$ cat src/rtl/dt_pkg.sv
// Shared types and constants for the full-bridge dead-time gate driver.
// Holds the per-leg state encoding, command encodings and counter sizing.
package dt_pkg;

    typedef enum logic [2:0] {
        INIT  = 3'd0,
        LOW   = 3'd1,
        DT_UP = 3'd2,
        HIGH  = 3'd3,
        DT_DN = 3'd4,
        FAULT = 3'd5
    } leg_state_t;

    localparam logic [1:0] CMD_ZERO = 2'b00;
    localparam logic [1:0] CMD_POS  = 2'b10;
    localparam logic [1:0] CMD_NEG  = 2'b01;
    localparam logic [1:0] CMD_ILL  = 2'b11;

    // Width able to hold max(dead_cycles, min_on) inclusive.
    function automatic int cnt_width(input int dead_cycles, input int min_on);
        int m;
        int w;
        m = (dead_cycles > min_on) ? dead_cycles : min_on;
        w = 1;
        for (int i = 0; i < 32; i++) begin
            if ((64'd1 << w) < 64'(m + 1)) begin
                w = w + 1;
            end
        end
        return w;
    endfunction

endpackage

$ cat src/rtl/half_bridge_leg.sv
// One half-bridge leg: break-before-make sequencing, minimum on-time dwell
// and an all-off fault state. Gate outputs are registered.
module half_bridge_leg
    import dt_pkg::*;
#(
    parameter int DEAD_CYCLES = 4,
    parameter int MIN_ON      = 8
) (
    input  logic clk,
    input  logic rst,
    input  logic fault,
    input  logic target,
    output logic hs,
    output logic ls
);

    localparam int               CNT_W   = cnt_width(DEAD_CYCLES, MIN_ON);
    localparam logic [CNT_W-1:0] DT_LAST = CNT_W'(DEAD_CYCLES - 1);
    localparam logic [CNT_W-1:0] ON_LAST = CNT_W'(MIN_ON - 1);
    localparam logic [CNT_W-1:0] ON_SAT  = CNT_W'(MIN_ON);

    leg_state_t       r_state;
    logic [CNT_W-1:0] r_cnt;
    logic             r_hs;
    logic             r_ls;

    logic             w_dt_done;
    logic             w_dwell_ok;
    logic [CNT_W-1:0] w_cnt_inc;
    logic [CNT_W-1:0] w_cnt_sat;

    // The counter is cleared on entry to every state, so the same register
    // times the dead interval and the gate dwell. Dwell is met on the edge
    // MIN_ON periods after the gate asserted.
    assign w_dt_done  = (r_cnt >= DT_LAST);
    assign w_dwell_ok = (r_cnt >= ON_LAST);
    assign w_cnt_inc  = r_cnt + CNT_W'(1);
    assign w_cnt_sat  = (r_cnt >= ON_SAT) ? r_cnt : w_cnt_inc;

    // Leg state machine with gate outputs registered alongside the state.
    always_ff @(posedge clk or posedge rst) begin
        if (rst) begin
            r_state <= INIT;
            r_cnt   <= CNT_W'(0);
            r_hs    <= 1'b0;
            r_ls    <= 1'b0;
        end else if (fault) begin
            r_state <= FAULT;
            r_cnt   <= CNT_W'(0);
            r_hs    <= 1'b0;
            r_ls    <= 1'b0;
        end else begin
            case (r_state)
                INIT, DT_DN: begin
                    r_hs <= 1'b0;
                    if (w_dt_done) begin
                        r_state <= LOW;
                        r_cnt   <= CNT_W'(0);
                        r_ls    <= 1'b1;
                    end else begin
                        r_cnt   <= w_cnt_inc;
                        r_ls    <= 1'b0;
                    end
                end
                DT_UP: begin
                    r_ls <= 1'b0;
                    if (w_dt_done) begin
                        r_state <= HIGH;
                        r_cnt   <= CNT_W'(0);
                        r_hs    <= 1'b1;
                    end else begin
                        r_cnt   <= w_cnt_inc;
                        r_hs    <= 1'b0;
                    end
                end
                LOW: begin
                    r_hs <= 1'b0;
                    if (target && w_dwell_ok) begin
                        r_state <= DT_UP;
                        r_cnt   <= CNT_W'(0);
                        r_ls    <= 1'b0;
                    end else begin
                        r_cnt   <= w_cnt_sat;
                        r_ls    <= 1'b1;
                    end
                end
                HIGH: begin
                    r_ls <= 1'b0;
                    if (!target && w_dwell_ok) begin
                        r_state <= DT_DN;
                        r_cnt   <= CNT_W'(0);
                        r_hs    <= 1'b0;
                    end else begin
                        r_cnt   <= w_cnt_sat;
                        r_hs    <= 1'b1;
                    end
                end
                FAULT: begin
                    r_state <= INIT;
                    r_cnt   <= CNT_W'(0);
                    r_hs    <= 1'b0;
                    r_ls    <= 1'b0;
                end
                default: begin
                    r_state <= INIT;
                    r_cnt   <= CNT_W'(0);
                    r_hs    <= 1'b0;
                    r_ls    <= 1'b0;
                end
            endcase
        end
    end

    assign hs = r_hs;
    assign ls = r_ls;

endmodule

$ cat src/rtl/bridge_deadtime_driver.sv
// Full-bridge class-D gate driver: decodes the 1.5-bit command into per-leg
// targets, flags illegal commands and runs two independent leg sequencers.
module bridge_deadtime_driver
    import dt_pkg::*;
#(
    parameter int DEAD_CYCLES = 4,
    parameter int MIN_ON      = 8
) (
    input  logic clk,
    input  logic rst,
    input  logic fault,
    input  logic in_p,
    input  logic in_n,
    output logic hs_p,
    output logic ls_p,
    output logic hs_n,
    output logic ls_n,
    output logic illegal_err
);

    logic w_tgt_p;
    logic w_tgt_n;
    logic w_ill;
    logic r_illegal_err;

    // Command decode; the illegal code drives both legs low.
    always_comb begin
        w_tgt_p = 1'b0;
        w_tgt_n = 1'b0;
        w_ill   = 1'b0;
        case ({in_p, in_n})
            CMD_ZERO: begin
                w_tgt_p = 1'b0;
                w_tgt_n = 1'b0;
            end
            CMD_POS:  w_tgt_p = 1'b1;
            CMD_NEG:  w_tgt_n = 1'b1;
            CMD_ILL:  w_ill   = 1'b1;
            default: begin
                w_tgt_p = 1'b0;
                w_tgt_n = 1'b0;
                w_ill   = 1'b0;
            end
        endcase
    end

    // Sticky illegal-command flag, cleared only by reset.
    always_ff @(posedge clk or posedge rst) begin
        if (rst) begin
            r_illegal_err <= 1'b0;
        end else if (w_ill) begin
            r_illegal_err <= 1'b1;
        end else begin
            r_illegal_err <= r_illegal_err;
        end
    end

    assign illegal_err = r_illegal_err;

    half_bridge_leg #(
        .DEAD_CYCLES(DEAD_CYCLES),
        .MIN_ON     (MIN_ON)
    ) u_leg_p (
        .clk   (clk),
        .rst   (rst),
        .fault (fault),
        .target(w_tgt_p),
        .hs    (hs_p),
        .ls    (ls_p)
    );

    half_bridge_leg #(
        .DEAD_CYCLES(DEAD_CYCLES),
        .MIN_ON     (MIN_ON)
    ) u_leg_n (
        .clk   (clk),
        .rst   (rst),
        .fault (fault),
        .target(w_tgt_n),
        .hs    (hs_n),
        .ls    (ls_n)
    );

endmodule

$ cat config.mk
export PLATFORM = sky130hd
export DESIGN_NAME = bridge_deadtime_driver
export DESIGN_NICKNAME = d
export VERILOG_FILES = /design/src/rtl/dt_pkg.sv /design/src/rtl/half_bridge_leg.sv /design/src/rtl/bridge_deadtime_driver.sv
export SDC_FILE = /design/constraint.sdc
export NUM_CORES = 1
export LEC_CHECK = 0
export CORE_MARGIN = 2
export CORE_UTILIZATION = 60
export DETAILED_ROUTE_END_ITERATION = 7
export DONT_BUFFER_PORTS = 1
export PLACE_DENSITY_LB_ADDON = 0.05
export SLEW_MARGIN = 20
export SYNTH_ARGS = -nofsm -noshare
export SYNTH_HDL_FRONTEND = slang
export SYNTH_SLANG_ARGS = --single-unit
$ cat constraint.sdc
create_clock -name clk -period 3.4 [get_ports clk]
set_input_delay 0.85 -clock clk [delete_from_list [all_inputs] [get_ports clk]]
set_output_delay 0.85 -clock clk [all_outputs]
set_load 0.005 [all_outputs]
==> metrics.txt, run 1 <==
# TYPE chip_impl_metric gauge
chip_impl_info{name="status",value="finished, final reports clean"} 1
chip_impl_metric{name="worst_setup_hold_path_clk_slew",unit="ns"} 0.11
chip_impl_info{name="critical-path-slowest-cell",value="sky130_fd_sc_hd__or4_4"} 1
chip_impl_metric{name="antenna_violations_before_repair",unit=""} 0
chip_impl_metric{name="grt-ovfl-total",unit=""} 0
chip_impl_metric{name="grt_pass1_vias",unit=""} 716
chip_impl_info{name="timing.critical_path.cells",value="ha_1 > or4_4 > a2111oi_1 > a41oi_1 > o41ai_1"} 1
chip_impl_metric{name="ff2ff_path_depth",unit=""} 5
chip_impl_metric{name="pwr_density_cell",unit="nW/um^2"} 394
chip_impl_metric{name="synth_cell_types",unit=""} 33
chip_impl_metric{name="grt_max_degree",unit=""} 20
chip_impl_metric{name="drc",unit=""} 0
chip_impl_metric{name="syn-mean-instance-area",unit="sq um"} 9.57
chip_impl_info{name="hp-class",value="reg -> reg"} 1
chip_impl_metric{name="setup-violations-final",unit=""} 0
chip_impl_metric{name="gp_routability_congestion",unit=""} 0.905
chip_impl_info{name="rsz_0062_raised_after_global_routing",value="no"} 1
chip_impl_metric{name="floorplan.initialDensity",unit=""} 0.618
chip_impl_metric{name="cellLeakagePower",unit="nW"} 0.425
chip_impl_metric{name="port_buffers",unit=""} 0
chip_impl_info{name="ys_dominant_reg_cell",value="sky130_fd_sc_hd__dfrtp_1"} 1
chip_impl_metric{name="grt_pass1_wl",unit="microns"} 3220
chip_impl_metric{name="hold-worst-slack",unit="ns"} 0.496
chip_impl_metric{name="cp_max_fo",unit=""} 6
chip_impl_metric{name="yosys_register_bits",unit=""} 19
chip_impl_metric{name="fp-row-count",unit=""} 15
chip_impl_metric{name="detailedPlacementHpwl",unit="microns"} 1330
chip_impl_info{name="post_synth_most_frequent_cells",value="sky130_fd_sc_hd__dfrtp_1 (19), sky130_fd_sc_hd__inv_1 (9), sky130_fd_sc_hd__nor2_1 (8), sky130_fd_sc_hd__a21oi_1 (7)"} 1
chip_impl_metric{name="total_number_of_h_tree_levels",unit=""} 1
chip_impl_metric{name="clockBufferDepth",unit=""} 2
chip_impl_info{name="endpoint_kind",value="flip-flop"} 1
chip_impl_metric{name="synth_fp_nets",unit=""} 118
chip_impl_metric{name="cts.repair.resized",unit=""} 0
chip_impl_metric{name="max_cap_viol_count",unit=""} 0
chip_impl_metric{name="synth_seq_area_share",unit=""} 0.456
chip_impl_metric{name="detail-route-antenna-nets",unit=""} 0
chip_impl_metric{name="firstDrtPassIters",unit=""} 4
chip_impl_metric{name="finalMaxSlewViolations",unit=""} 0
chip_impl_metric{name="cts-buffers-inserted",unit=""} 3
chip_impl_metric{name="timing.hold.worst_path_depth",unit=""} 1
chip_impl_metric{name="insertion_delay_to_the_later_sink_of_the_worst_skew_pair",unit="ns"} 0.29
chip_impl_metric{name="post_detailed_route_wirelength_per_cell",unit="microns"} 15.4
chip_impl_metric{name="antenna_cells",unit=""} 0
chip_impl_metric{name="pin_count",unit=""} 10
chip_impl_metric{name="fp.dieArea",unit="sq um"} 2090
chip_impl_metric{name="total_power",unit="mW"} 0.423
chip_impl_info{name="most_common_cell_in_the_synthesized_netlist",value="sky130_fd_sc_hd__dfrtp_1"} 1
chip_impl_metric{name="grt.total_usage",unit=""} 0.214
chip_impl_metric{name="instances_no_fill",unit=""} 126
chip_impl_info{name="clock_tree_from_tritoncts",value="yes"} 1
chip_impl_metric{name="placeableCoreArea",unit="sq um"} 1690
chip_impl_metric{name="first_iter_violations",unit=""} 33
chip_impl_metric{name="setup-tns-final",unit="ns"} 0
chip_impl_metric{name="synth_warnings",unit=""} 0
chip_impl_metric{name="postCtsHoldBufs",unit=""} 0
chip_impl_metric{name="post_route_cells_drive_above_1_share",unit=""} 0.0550
chip_impl_metric{name="final.period_utilization",unit=""} 0.559
chip_impl_info{name="critical_path.startpoint_type",value="flip-flop"} 1
chip_impl_metric{name="die_y",unit="microns"} 45.7
chip_impl_metric{name="area_delta_synth_final",unit="%"} 3.00
chip_impl_metric{name="worst_path_largest_cell_delay",unit="ns"} 0.55
chip_impl_metric{name="post_drt_via_cell_ratio",unit=""} 6.37
chip_impl_info{name="netlist.top_cell.by_area",value="sky130_fd_sc_hd__dfrtp_1"} 1
chip_impl_metric{name="worst_clock_skew",unit="ns"} 0.00121
chip_impl_metric{name="maxSlewHeadroom",unit=""} 0.491
chip_impl_metric{name="syn-cell-area",unit="sq um"} 1040
chip_impl_metric{name="synthCells",unit=""} 109
chip_impl_metric{name="place_inst",unit=""} 122
chip_impl_metric{name="asyncSetResetFlopFracSynth",unit=""} 1.00
chip_impl_metric{name="synth-edff-count",unit=""} 0
chip_impl_info{name="cts_root_buf",value="sky130_fd_sc_hd__clkbuf_4"} 1
chip_impl_metric{name="max_slew.worst_pin.slew",unit="ns"} 0.757
chip_impl_metric{name="wl",unit="microns"} 1940
chip_impl_info{name="netlist_top_cells_area",value="sky130_fd_sc_hd__dfrtp_1 (46%), sky130_fd_sc_hd__ha_1 (4.8%), sky130_fd_sc_hd__nor2b_1 (3.6%), sky130_fd_sc_hd__a21oi_1 (3.4%), sky130_fd_sc_hd__inv_1 (3.2%)"} 1
chip_impl_metric{name="post_cts_buffers",unit=""} 0
chip_impl_info{name="worst-setup-path-type",value="reg -> reg"} 1
chip_impl_metric{name="finalHoldViolations",unit=""} 0
chip_impl_metric{name="die_x",unit="microns"} 45.7
chip_impl_metric{name="crit_required",unit="ns"} 3.59
chip_impl_metric{name="via_count",unit=""} 803
chip_impl_metric{name="number_of_sinks_handled_by_clock_tree_synthesis",unit=""} 19
chip_impl_metric{name="final_net_count",unit=""} 119
chip_impl_metric{name="fmax",unit="MHz"} 526
chip_impl_metric{name="final.min_clock_period",unit="ns"} 1.90
chip_impl_metric{name="peakVddDrop",unit="mV"} 0.201
chip_impl_metric{name="arrival",unit="ns"} 2.09
chip_impl_metric{name="synth_top_area_frac",unit=""} 0.456
chip_impl_metric{name="final.fill_count",unit=""} 131
flip-flops by register name (all words and copies together) (netlist names):
signal           count
u_leg_p.ls           1
u_leg_n.r_cnt        4
u_leg_n.ls           1
u_leg_p.hs           1
u_leg_n.hs           1
u_leg_n.r_state      3
illegal_err          1
u_leg_p.r_state      3
u_leg_p.r_cnt        4
placed cells by master (no fill, tap or decap), drive strengths merged:
master,netlist,layout
o221ai,1,1
nor4b,1,1
or4,1,1
a2111oi,2,2
dfrtp,19,19
o21ai,8,8
and3,1,1
or3,1,1
o41ai,1,1
nor3b,2,2
clkbuf,3,4
inv,9,9
nor3,6,6
nor2,8,8
xnor2,4,4
nand3,3,3
ha,4,4
nor2b,6,6
a31oi,4,4
a21o,1,1
a41oi,2,2
o21a,1,1
nor4,3,3
nand2,5,5
mux2i,2,2
o31ai,1,1
a21oi,7,7
nand2b,1,1
and2,1,1
stage by stage:
step / instance area (sq um) / utilization / worst slack (ns)
after floorplan: 1040 / - / 1.67
after global placement: 1050 / 0.621 / 1.56
after detailed placement: 1050 / 0.621 / 1.55
after CTS: 1070 / 0.636 / 1.51
after global routing: 1070 / 0.636 / 1.41
final: 1070 / 0.636 / 1.50
cell type report:
| type | instances | area [sq um] | area share |
|---|---|---|---|
| multi-input cells | 77 | 518 | 0.482 |
| inverters | 9 | 33.8 | 0.0314 |
| flip-flops and latches | 19 | 475 | 0.442 |
| well taps | 17 | 21.3 | 0.0198 |
| clock buffers | 4 | 26.3 | 0.0244 |
cells by family after synthesis:
family | share of synthesized area
AND/OR/NAND/NOR | 0.201
AO/OA/AOI/OAI | 0.187
flip-flops | 0.456
adder cells (fa/ha/maj) | 0.0480
multiplexers | 0.0192
XOR/XNOR | 0.0408
buffers and inverters | 0.0480
routing by layer:
layer	track usage	wire [microns]	vias up
met1	0.329	962	372
met5	0	0	-
met4	0.0857	20	0
li1	-	-	391
met3	0.0357	120	4
met2	0.296	833	36
worst max-delay path, delay by kind of cell, from the launching register on:
family	cells	cell delay [ns]
compound gates	3	0.53
fa+ha+maj	1	0.26
simple gates	1	0.55
flops	1	0.46
report_power, final:
group	internal (mW)	leakage, nW	switching (mW)
Clock	0.0457	0.0150	0.0693
Combinational	0.0232	0.166	0.0295
Sequential	0.238	0.244	0.0182
final timing paths:
path	from	to	slack (ns)
worst max-delay path	u_leg_p.r_cnt[0]	u_leg_p.r_cnt[0]	1.50
worst min-delay path	illegal_err	illegal_err	0.50
worst max register to register	u_leg_p.r_cnt[0]	u_leg_p.r_cnt[0]	1.50
worst min register to register	illegal_err	illegal_err	0.50
max in group asynchronous	rst	illegal_err	2.40
min in group asynchronous	rst	u_leg_n.r_state[1]	0.55
(Power assumes the default switching activity.)
==> inputs of run 2 (changes only) <==
CORE_UTILIZATION = 54   (was 60)
clock period = 1.6 ns   (was 3.4 ns; I/O delays follow)
==> metrics.txt, run 2 (synthesized netlist as in run 1, its figures left out) <==
# TYPE chip_impl_metric gauge
chip_impl_info{name="status",value="finished, final reports clean"} 1
chip_impl_metric{name="setup-violations-final",unit=""} 0
chip_impl_metric{name="grt_pass1_vias",unit=""} 792
chip_impl_metric{name="antenna_cells",unit=""} 0
chip_impl_metric{name="total_number_of_h_tree_levels",unit=""} 1
chip_impl_metric{name="die_y",unit="microns"} 48.0
chip_impl_metric{name="maxSlewHeadroom",unit=""} 0.715
chip_impl_metric{name="max_cap_viol_count",unit=""} 0
chip_impl_info{name="crit_start",value="u_leg_p.r_cnt[0]"} 1
chip_impl_metric{name="power.net_switching",unit="mW"} 0.267
chip_impl_info{name="hp-class",value="in -> reg"} 1
chip_impl_metric{name="wl",unit="microns"} 2010
chip_impl_metric{name="cp_max_fo",unit=""} 3
chip_impl_metric{name="pwr_density_cell",unit="nW/um^2"} 784
chip_impl_info{name="cts_root_buf",value="sky130_fd_sc_hd__clkbuf_4"} 1
chip_impl_metric{name="fp-row-count",unit=""} 15
chip_impl_metric{name="worst_setup_hold_path_clk_slew",unit="ns"} 0.12
chip_impl_info{name="worst-setup-path-type",value="reg -> reg"} 1
chip_impl_metric{name="finalMaxSlewViolations",unit=""} 0
chip_impl_metric{name="floorplan.initialDensity",unit=""} 0.591
chip_impl_metric{name="final.min_clock_period",unit="ns"} 1.60
chip_impl_metric{name="fmax",unit="MHz"} 626
chip_impl_metric{name="post-route-cell-area",unit="sq um"} 1210
chip_impl_metric{name="cts-buffers-inserted",unit=""} 3
chip_impl_metric{name="insertion_delay_to_the_later_sink_of_the_worst_skew_pair",unit="ns"} 0.30
chip_impl_metric{name="placeableCoreArea",unit="sq um"} 1760
chip_impl_metric{name="share_comb_of_total_power",unit=""} 0.177
chip_impl_metric{name="postLayoutSetupSlackWorst",unit="ns"} 0.00358
chip_impl_info{name="critical-path-slowest-cell",value="sky130_fd_sc_hd__or4_4"} 1
chip_impl_metric{name="dpl_cell_area",unit="sq um"} 1140
chip_impl_metric{name="crit_required",unit="ns"} 1.80
chip_impl_metric{name="met3_wl_post_dr",unit="microns"} 65
chip_impl_metric{name="die_x",unit="microns"} 48.0
chip_impl_metric{name="hold-worst-slack",unit="ns"} 0.148
chip_impl_metric{name="grt_max_degree",unit=""} 20
chip_impl_metric{name="final_net_count",unit=""} 131
chip_impl_metric{name="detail-route-antenna-nets",unit=""} 0
chip_impl_metric{name="post_route_cells_drive_above_1_share",unit=""} 0.182
chip_impl_info{name="r2r-start",value="u_leg_p.r_cnt[0]"} 1
chip_impl_metric{name="area_delta_synth_final",unit="%"} 16.2
chip_impl_metric{name="worst_path_largest_cell_delay",unit="ns"} 0.46
chip_impl_metric{name="fp.dieArea",unit="sq um"} 2300
chip_impl_metric{name="grt_pass1_wl",unit="microns"} 3540
chip_impl_info{name="worst_path_dominant_cell_family",value="simple AND/OR/NAND/NOR gates"} 1
chip_impl_metric{name="p_seq_frac",unit=""} 0.562
chip_impl_info{name="clock_tree_from_tritoncts",value="yes"} 1
chip_impl_metric{name="finalHoldViolations",unit=""} 0
chip_impl_metric{name="gp_routability_congestion",unit=""} 0.839
chip_impl_metric{name="post_drt_via_cell_ratio",unit=""} 5.88
chip_impl_metric{name="worst_clock_skew",unit="ns"} 0.0112
chip_impl_metric{name="dp_slack",unit="ns"} 0.0162
chip_impl_metric{name="power.share.switching",unit=""} 0.281
chip_impl_metric{name="arrival",unit="ns"} 1.80
chip_impl_metric{name="detailedPlacementHpwl",unit="microns"} 1460
chip_impl_metric{name="antenna_violations_before_repair",unit=""} 0
chip_impl_info{name="rsz_0062_raised_after_global_routing",value="yes"} 1
chip_impl_metric{name="peakVddDrop",unit="mV"} 0.492
chip_impl_metric{name="first_iter_violations",unit=""} 32
chip_impl_metric{name="grt-ovfl-total",unit=""} 0
chip_impl_info{name="endpoint_kind",value="flip-flop"} 1
chip_impl_metric{name="drc",unit=""} 0
chip_impl_info{name="critical_path.startpoint_type",value="flip-flop"} 1
chip_impl_info{name="timing.critical_path.cells",value="ha_2 > or4_4 > a2111oi_4 > a41oi_2 > o41ai_1"} 1
chip_impl_info{name="biggestRegsByFlops",value="u_leg_n.r_cnt x4, u_leg_p.r_cnt x4"} 1
chip_impl_info{name="final_cell_mix",value="sky130_fd_sc_hd__dfrtp_1 (19), sky130_fd_sc_hd__buf_4 (11), sky130_fd_sc_hd__inv_1 (9)"} 1
chip_impl_metric{name="pin_count",unit=""} 10
chip_impl_metric{name="max_slew.worst_pin.slew",unit="ns"} 0.427
chip_impl_metric{name="total_power",unit="mW"} 0.951
chip_impl_info{name="holdCritStartpoint",value="fault"} 1
chip_impl_metric{name="via_count",unit=""} 858
chip_impl_info{name="route.top_layer_used",value="met4"} 1
chip_impl_metric{name="finish.utilization",unit=""} 0.687
chip_impl_metric{name="number_of_sinks_handled_by_clock_tree_synthesis",unit=""} 19
chip_impl_info{name="leading_cell_type_in_the_layout_fill_and_taps_excluded",value="sky130_fd_sc_hd__dfrtp_1"} 1
chip_impl_metric{name="final.period_utilization",unit=""} 0.998
chip_impl_metric{name="grt.total_usage",unit=""} 0.222
chip_impl_metric{name="clockBufferDepth",unit=""} 2
chip_impl_metric{name="power_report.internal_total",unit="mW"} 0.684
chip_impl_metric{name="met2_length",unit="microns"} 896
chip_impl_metric{name="clkPwrFrac",unit=""} 0.261
chip_impl_metric{name="routedLengthMet1",unit="microns"} 1010
chip_impl_metric{name="worst-path-buf-inv",unit=""} 0
chip_impl_metric{name="cellLeakagePower",unit="nW"} 0.486
chip_impl_metric{name="port_buffers",unit=""} 0
chip_impl_metric{name="post_detailed_route_wirelength_per_cell",unit="microns"} 13.8
chip_impl_metric{name="firstDrtPassIters",unit=""} 4
-- run 2: changes by cell type in the layout (fill, tap and decap cells not counted) --
cell	previous run	this run
sky130_fd_sc_hd__buf_4	0	11
sky130_fd_sc_hd__a21oi_1	7	5
sky130_fd_sc_hd__a21oi_2	0	2
sky130_fd_sc_hd__a2111oi_1	1	0
sky130_fd_sc_hd__a2111oi_4	1	2
sky130_fd_sc_hd__a41oi_1	2	1
sky130_fd_sc_hd__a41oi_2	0	1
sky130_fd_sc_hd__dlygate4sd3_1	0	1
sky130_fd_sc_hd__ha_1	4	3
sky130_fd_sc_hd__ha_2	0	1
sky130_fd_sc_hd__o21ai_0	5	4
sky130_fd_sc_hd__o21ai_1	3	4
-- run 2: timing repair --
item / in CTS / in global routing
buffers inserted: 1 / 0
pin swaps: 1 / 0
hold endpoints to repair: 10 / 0
setup endpoints to repair: 1 / 8
gates resized for setup: 0 / 5
hold buffers: 1 / 0
-- run 2: per-stage QoR --
stage / instances / setup TNS, ns
6_report: 146 / 0
3_3_place_gp: 140 / 0
2_1_floorplan: 109 / 0
3_5_place_dp: 140 / 0
5_1_grt: 146 / -0.175
4_1_cts: 146 / 0
-- run 2: power by group through the flow --
stage          clock, mW  combinational, mW  sequential, mW
3_5_place_dp           0              0.155           0.542
4_1_cts            0.258              0.162           0.533
2_1_floorplan          0              0.105           0.539
3_3_place_gp           0              0.150           0.542
5_1_grt            0.276              0.188           0.541
6_report           0.249              0.168           0.534
-- run 2: worst paths after layout --
kind | depth (start not counted) | end | slack (ns)
max in group asynchronous | 3 | u_leg_n.r_cnt[0] | 0.84
worst min-delay path | 1 | u_leg_p.r_state[1] | 0.15
min in group asynchronous | 3 | u_leg_n.r_state[0] | 0.55
worst min register to register | 1 | illegal_err | 0.50
worst max register to register | 5 | u_leg_p.r_cnt[0] | 0.004
worst max-delay path | 5 | u_leg_p.r_cnt[0] | 0.004
-- run 2: per-layer routing --
metal | GRT usage | vias up
li1 | - | 417
met1 | 0.318 | 416
met2 | 0.320 | 18
met3 | 0.0528 | 7
met4 | 0.0919 | 0
met5 | 0 | -
-- run 2: final cells by class --
class	instances	area, sq um
clock buffers	4	26.3
flip-flops and latches	19	475
repair buffers	12	92.6
multi-input cells	77	553
well taps	25	31.3
fillers	155	552
inverters	9	33.8
==> inputs of run 3 (changes only) <==
CORE_UTILIZATION = 49   (was 54)
CTS_CLUSTER_DIAMETER = 200   (was unset)
DONT_BUFFER_PORTS = unset   (was 1)
==> metrics.txt, run 3 (synthesized netlist as in run 1, its figures left out) <==
# TYPE chip_impl_metric gauge
chip_impl_metric{name="clockBufferDepth",unit=""} 2
chip_impl_metric{name="detailedPlacementHpwl",unit="microns"} 1520
chip_impl_metric{name="area_delta_synth_final",unit="%"} 28.8
chip_impl_metric{name="max_cap_viol_count",unit=""} 0
chip_impl_info{name="status",value="finished, violations left"} 1
chip_impl_metric{name="grt.total_usage",unit=""} 0.186
chip_impl_metric{name="placeableCoreArea",unit="sq um"} 1980
chip_impl_metric{name="grt_max_degree",unit=""} 20
chip_impl_metric{name="fp.dieArea",unit="sq um"} 2510
chip_impl_metric{name="total_power",unit="mW"} 0.990
chip_impl_metric{name="dp_slack",unit="ns"} -0.277
chip_impl_info{name="failed_checks",value="setup timing"} 1
chip_impl_metric{name="grt_pass1_wl",unit="microns"} 3560
chip_impl_info{name="grt_busiest_layer",value="met1"} 1
chip_impl_metric{name="arrival",unit="ns"} 1.85
chip_impl_metric{name="post_drt_via_cell_ratio",unit=""} 5.32
chip_impl_metric{name="insertion_delay_to_the_later_sink_of_the_worst_skew_pair",unit="ns"} 0.30
chip_impl_metric{name="pin_count",unit=""} 10
chip_impl_metric{name="pwr_density_cell",unit="nW/um^2"} 737
chip_impl_metric{name="worst_setup_hold_path_clk_slew",unit="ns"} 0.12
chip_impl_metric{name="cellLeakagePower",unit="nW"} 0.546
chip_impl_metric{name="final.period_utilization",unit=""} 1.02
chip_impl_info{name="final_cell_mix",value="sky130_fd_sc_hd__dfrtp_1 (19), sky130_fd_sc_hd__buf_4 (15), sky130_fd_sc_hd__inv_1 (9), sky130_fd_sc_hd__clkdlybuf4s50_1 (9), sky130_fd_sc_hd__nor2_1 (8)"} 1
chip_impl_metric{name="crit_required",unit="ns"} 1.81
chip_impl_metric{name="antenna_cells",unit=""} 0
chip_impl_metric{name="post_detailed_route_wirelength_per_cell",unit="microns"} 13.2
chip_impl_info{name="reg2reg_to",value="u_leg_p.r_cnt[1]"} 1
chip_impl_metric{name="ff2ff_path_depth",unit=""} 5
chip_impl_metric{name="finalHoldViolations",unit=""} 0
chip_impl_metric{name="max_slew.worst_pin.slew",unit="ns"} 0.500
chip_impl_metric{name="drc",unit=""} 0
chip_impl_info{name="biggestRegsByFlops",value="u_leg_n.r_cnt x4, u_leg_p.r_cnt x4"} 1
chip_impl_info{name="endpoint_kind",value="flip-flop"} 1
chip_impl_metric{name="grt_pass1_vias",unit=""} 790
chip_impl_info{name="leading_cell_type_in_the_layout_fill_and_taps_excluded",value="sky130_fd_sc_hd__dfrtp_1"} 1
chip_impl_metric{name="firstDrtPassIters",unit=""} 4
chip_impl_metric{name="setup-tns-final",unit="ns"} -0.0359
chip_impl_metric{name="die_y",unit="microns"} 50.1
chip_impl_metric{name="postLayoutSetupSlackWorst",unit="ns"} -0.0359
chip_impl_metric{name="floorplan.initialDensity",unit=""} 0.527
chip_impl_metric{name="worst_clock_skew",unit="ns"} 0.00801
chip_impl_info{name="r2r-start",value="u_leg_p.r_cnt[0]"} 1
chip_impl_metric{name="cp_max_fo",unit=""} 3
chip_impl_metric{name="post_route_cells_drive_above_1_share",unit=""} 0.209
chip_impl_metric{name="globalRouteMet3Util",unit=""} 0.0298
chip_impl_metric{name="grt-ovfl-total",unit=""} 0
chip_impl_metric{name="fp-row-count",unit=""} 16
chip_impl_metric{name="maxSlewHeadroom",unit=""} 0.667
chip_impl_metric{name="total_number_of_h_tree_levels",unit=""} 1
chip_impl_info{name="rsz_0062_raised_after_global_routing",value="yes"} 1
chip_impl_metric{name="final.min_clock_period",unit="ns"} 1.64
chip_impl_info{name="cts_root_buf",value="sky130_fd_sc_hd__clkbuf_4"} 1
chip_impl_metric{name="setup.reg_to_reg.worst_slack",unit="ns"} -0.04
chip_impl_metric{name="cts-buffers-inserted",unit=""} 3
chip_impl_metric{name="die_x",unit="microns"} 50.1
chip_impl_metric{name="peakVddDrop",unit="mV"} 0.407
chip_impl_metric{name="via_count",unit=""} 856
chip_impl_metric{name="number_of_sinks_handled_by_clock_tree_synthesis",unit=""} 19
chip_impl_metric{name="finish.utilization",unit=""} 0.678
chip_impl_metric{name="instances_no_fill",unit=""} 161
chip_impl_metric{name="place_inst",unit=""} 157
chip_impl_metric{name="finalMaxSlewViolations",unit=""} 0
chip_impl_info{name="worst-setup-path-type",value="reg -> reg"} 1
chip_impl_metric{name="detail-route-antenna-nets",unit=""} 0
chip_impl_metric{name="postCtsHoldBufs",unit=""} 0
chip_impl_metric{name="use_met2",unit=""} 0.274
chip_impl_metric{name="setup-violations-final",unit=""} 1
chip_impl_metric{name="gp_routability_congestion",unit=""} 0.869
chip_impl_metric{name="port_buffers",unit=""} 9
chip_impl_info{name="clock_tree_from_tritoncts",value="yes"} 1
chip_impl_metric{name="first_iter_violations",unit=""} 22
chip_impl_info{name="critical_path.startpoint_type",value="flip-flop"} 1
chip_impl_metric{name="wl",unit="microns"} 2120
chip_impl_metric{name="final_net_count",unit=""} 144
chip_impl_info{name="hp-class",value="in -> async"} 1
chip_impl_metric{name="antenna_violations_before_repair",unit=""} 0
chip_impl_metric{name="final.fill_count",unit=""} 155
chip_impl_metric{name="fmax",unit="MHz"} 611
chip_impl_metric{name="gr-usage-met1",unit=""} 0.281
[run 3: cell count changes in the layout (fill, tap and decap cells not counted), sizes merged]
cell	change
clkdlybuf4s50	+9
buf	+5
clkinv	+1
clkbuf	-1
dlygate4sd3	-1
[run 3: what timing repair did]
action / 4_1_cts / 5_1_grt
buffers inserted: 0 / 0
gates resized for setup: 1 / 5
setup endpoints to repair: 2 / 10
pin swaps: 3 / 1
[run 3: per-stage QoR]
stage	cell area, sq um	hold slack (ns)
after floorplan	1050	0.351
final	1340	0.400
after detailed placement	1280	0.448
after global routing	1340	0.425
after CTS	1320	0.411
after global placement	1280	0.456
[run 3: worst max path at each step]
| stage | from | to | slack, ns | cells past startpoint |
|---|---|---|---|---|
| 2_1_floorplan | u_leg_p.r_cnt[0] | u_leg_p.r_cnt[1] | 0.0005 | 5 |
| 3_3_place_gp | in_n | u_leg_n.r_cnt[3] | -0.19 | 5 |
| 3_5_place_dp | in_n | u_leg_n.r_cnt[3] | -0.28 | 5 |
| 4_1_cts | u_leg_p.r_cnt[0] | u_leg_p.r_cnt[1] | -0.02 | 5 |
| 5_1_grt | u_leg_p.r_cnt[0] | u_leg_p.r_cnt[1] | -0.08 | 5 |
| 6_report | u_leg_p.r_cnt[0] | u_leg_p.r_cnt[1] | -0.04 | 5 |
[run 3: report_power, final]
part / switching (mW) / leakage, nW / internal (mW)
Combinational: 0.104 / 0.285 / 0.108
Clock: 0.156 / 0.0177 / 0.0930
Sequential: 0.0243 / 0.244 / 0.505
[run 3: cell type report]
class	instances	area (sq um)	share of cell area
Clock buffer	3	22.5	0.0168
Clock inverter	1	5.00	0.00372
Inverter	9	33.8	0.0251
Multi-Input combinational cell	77	559	0.416
Sequential cell	19	475	0.354
Tap cell	27	33.8	0.0251
Timing Repair Buffer	25	214	0.159
[run 3: metal layers]
layer  routed length [microns]  vias to the layer above
li1                          -                      441
met4                        15                        0
met5                         0                        -
met2                       945                       20
met1                      1070                      393
met3                        93                        2
[run 3: critical path, stage by stage (launching register included)]
cell and delay [ns]:
sky130_fd_sc_hd__dfrtp_1 0.42, sky130_fd_sc_hd__ha_2 0.18, sky130_fd_sc_hd__or4_4 0.47, sky130_fd_sc_hd__a2111oi_4 0.21
sky130_fd_sc_hd__a41oi_1 0.10, sky130_fd_sc_hd__o21ai_1 0.17
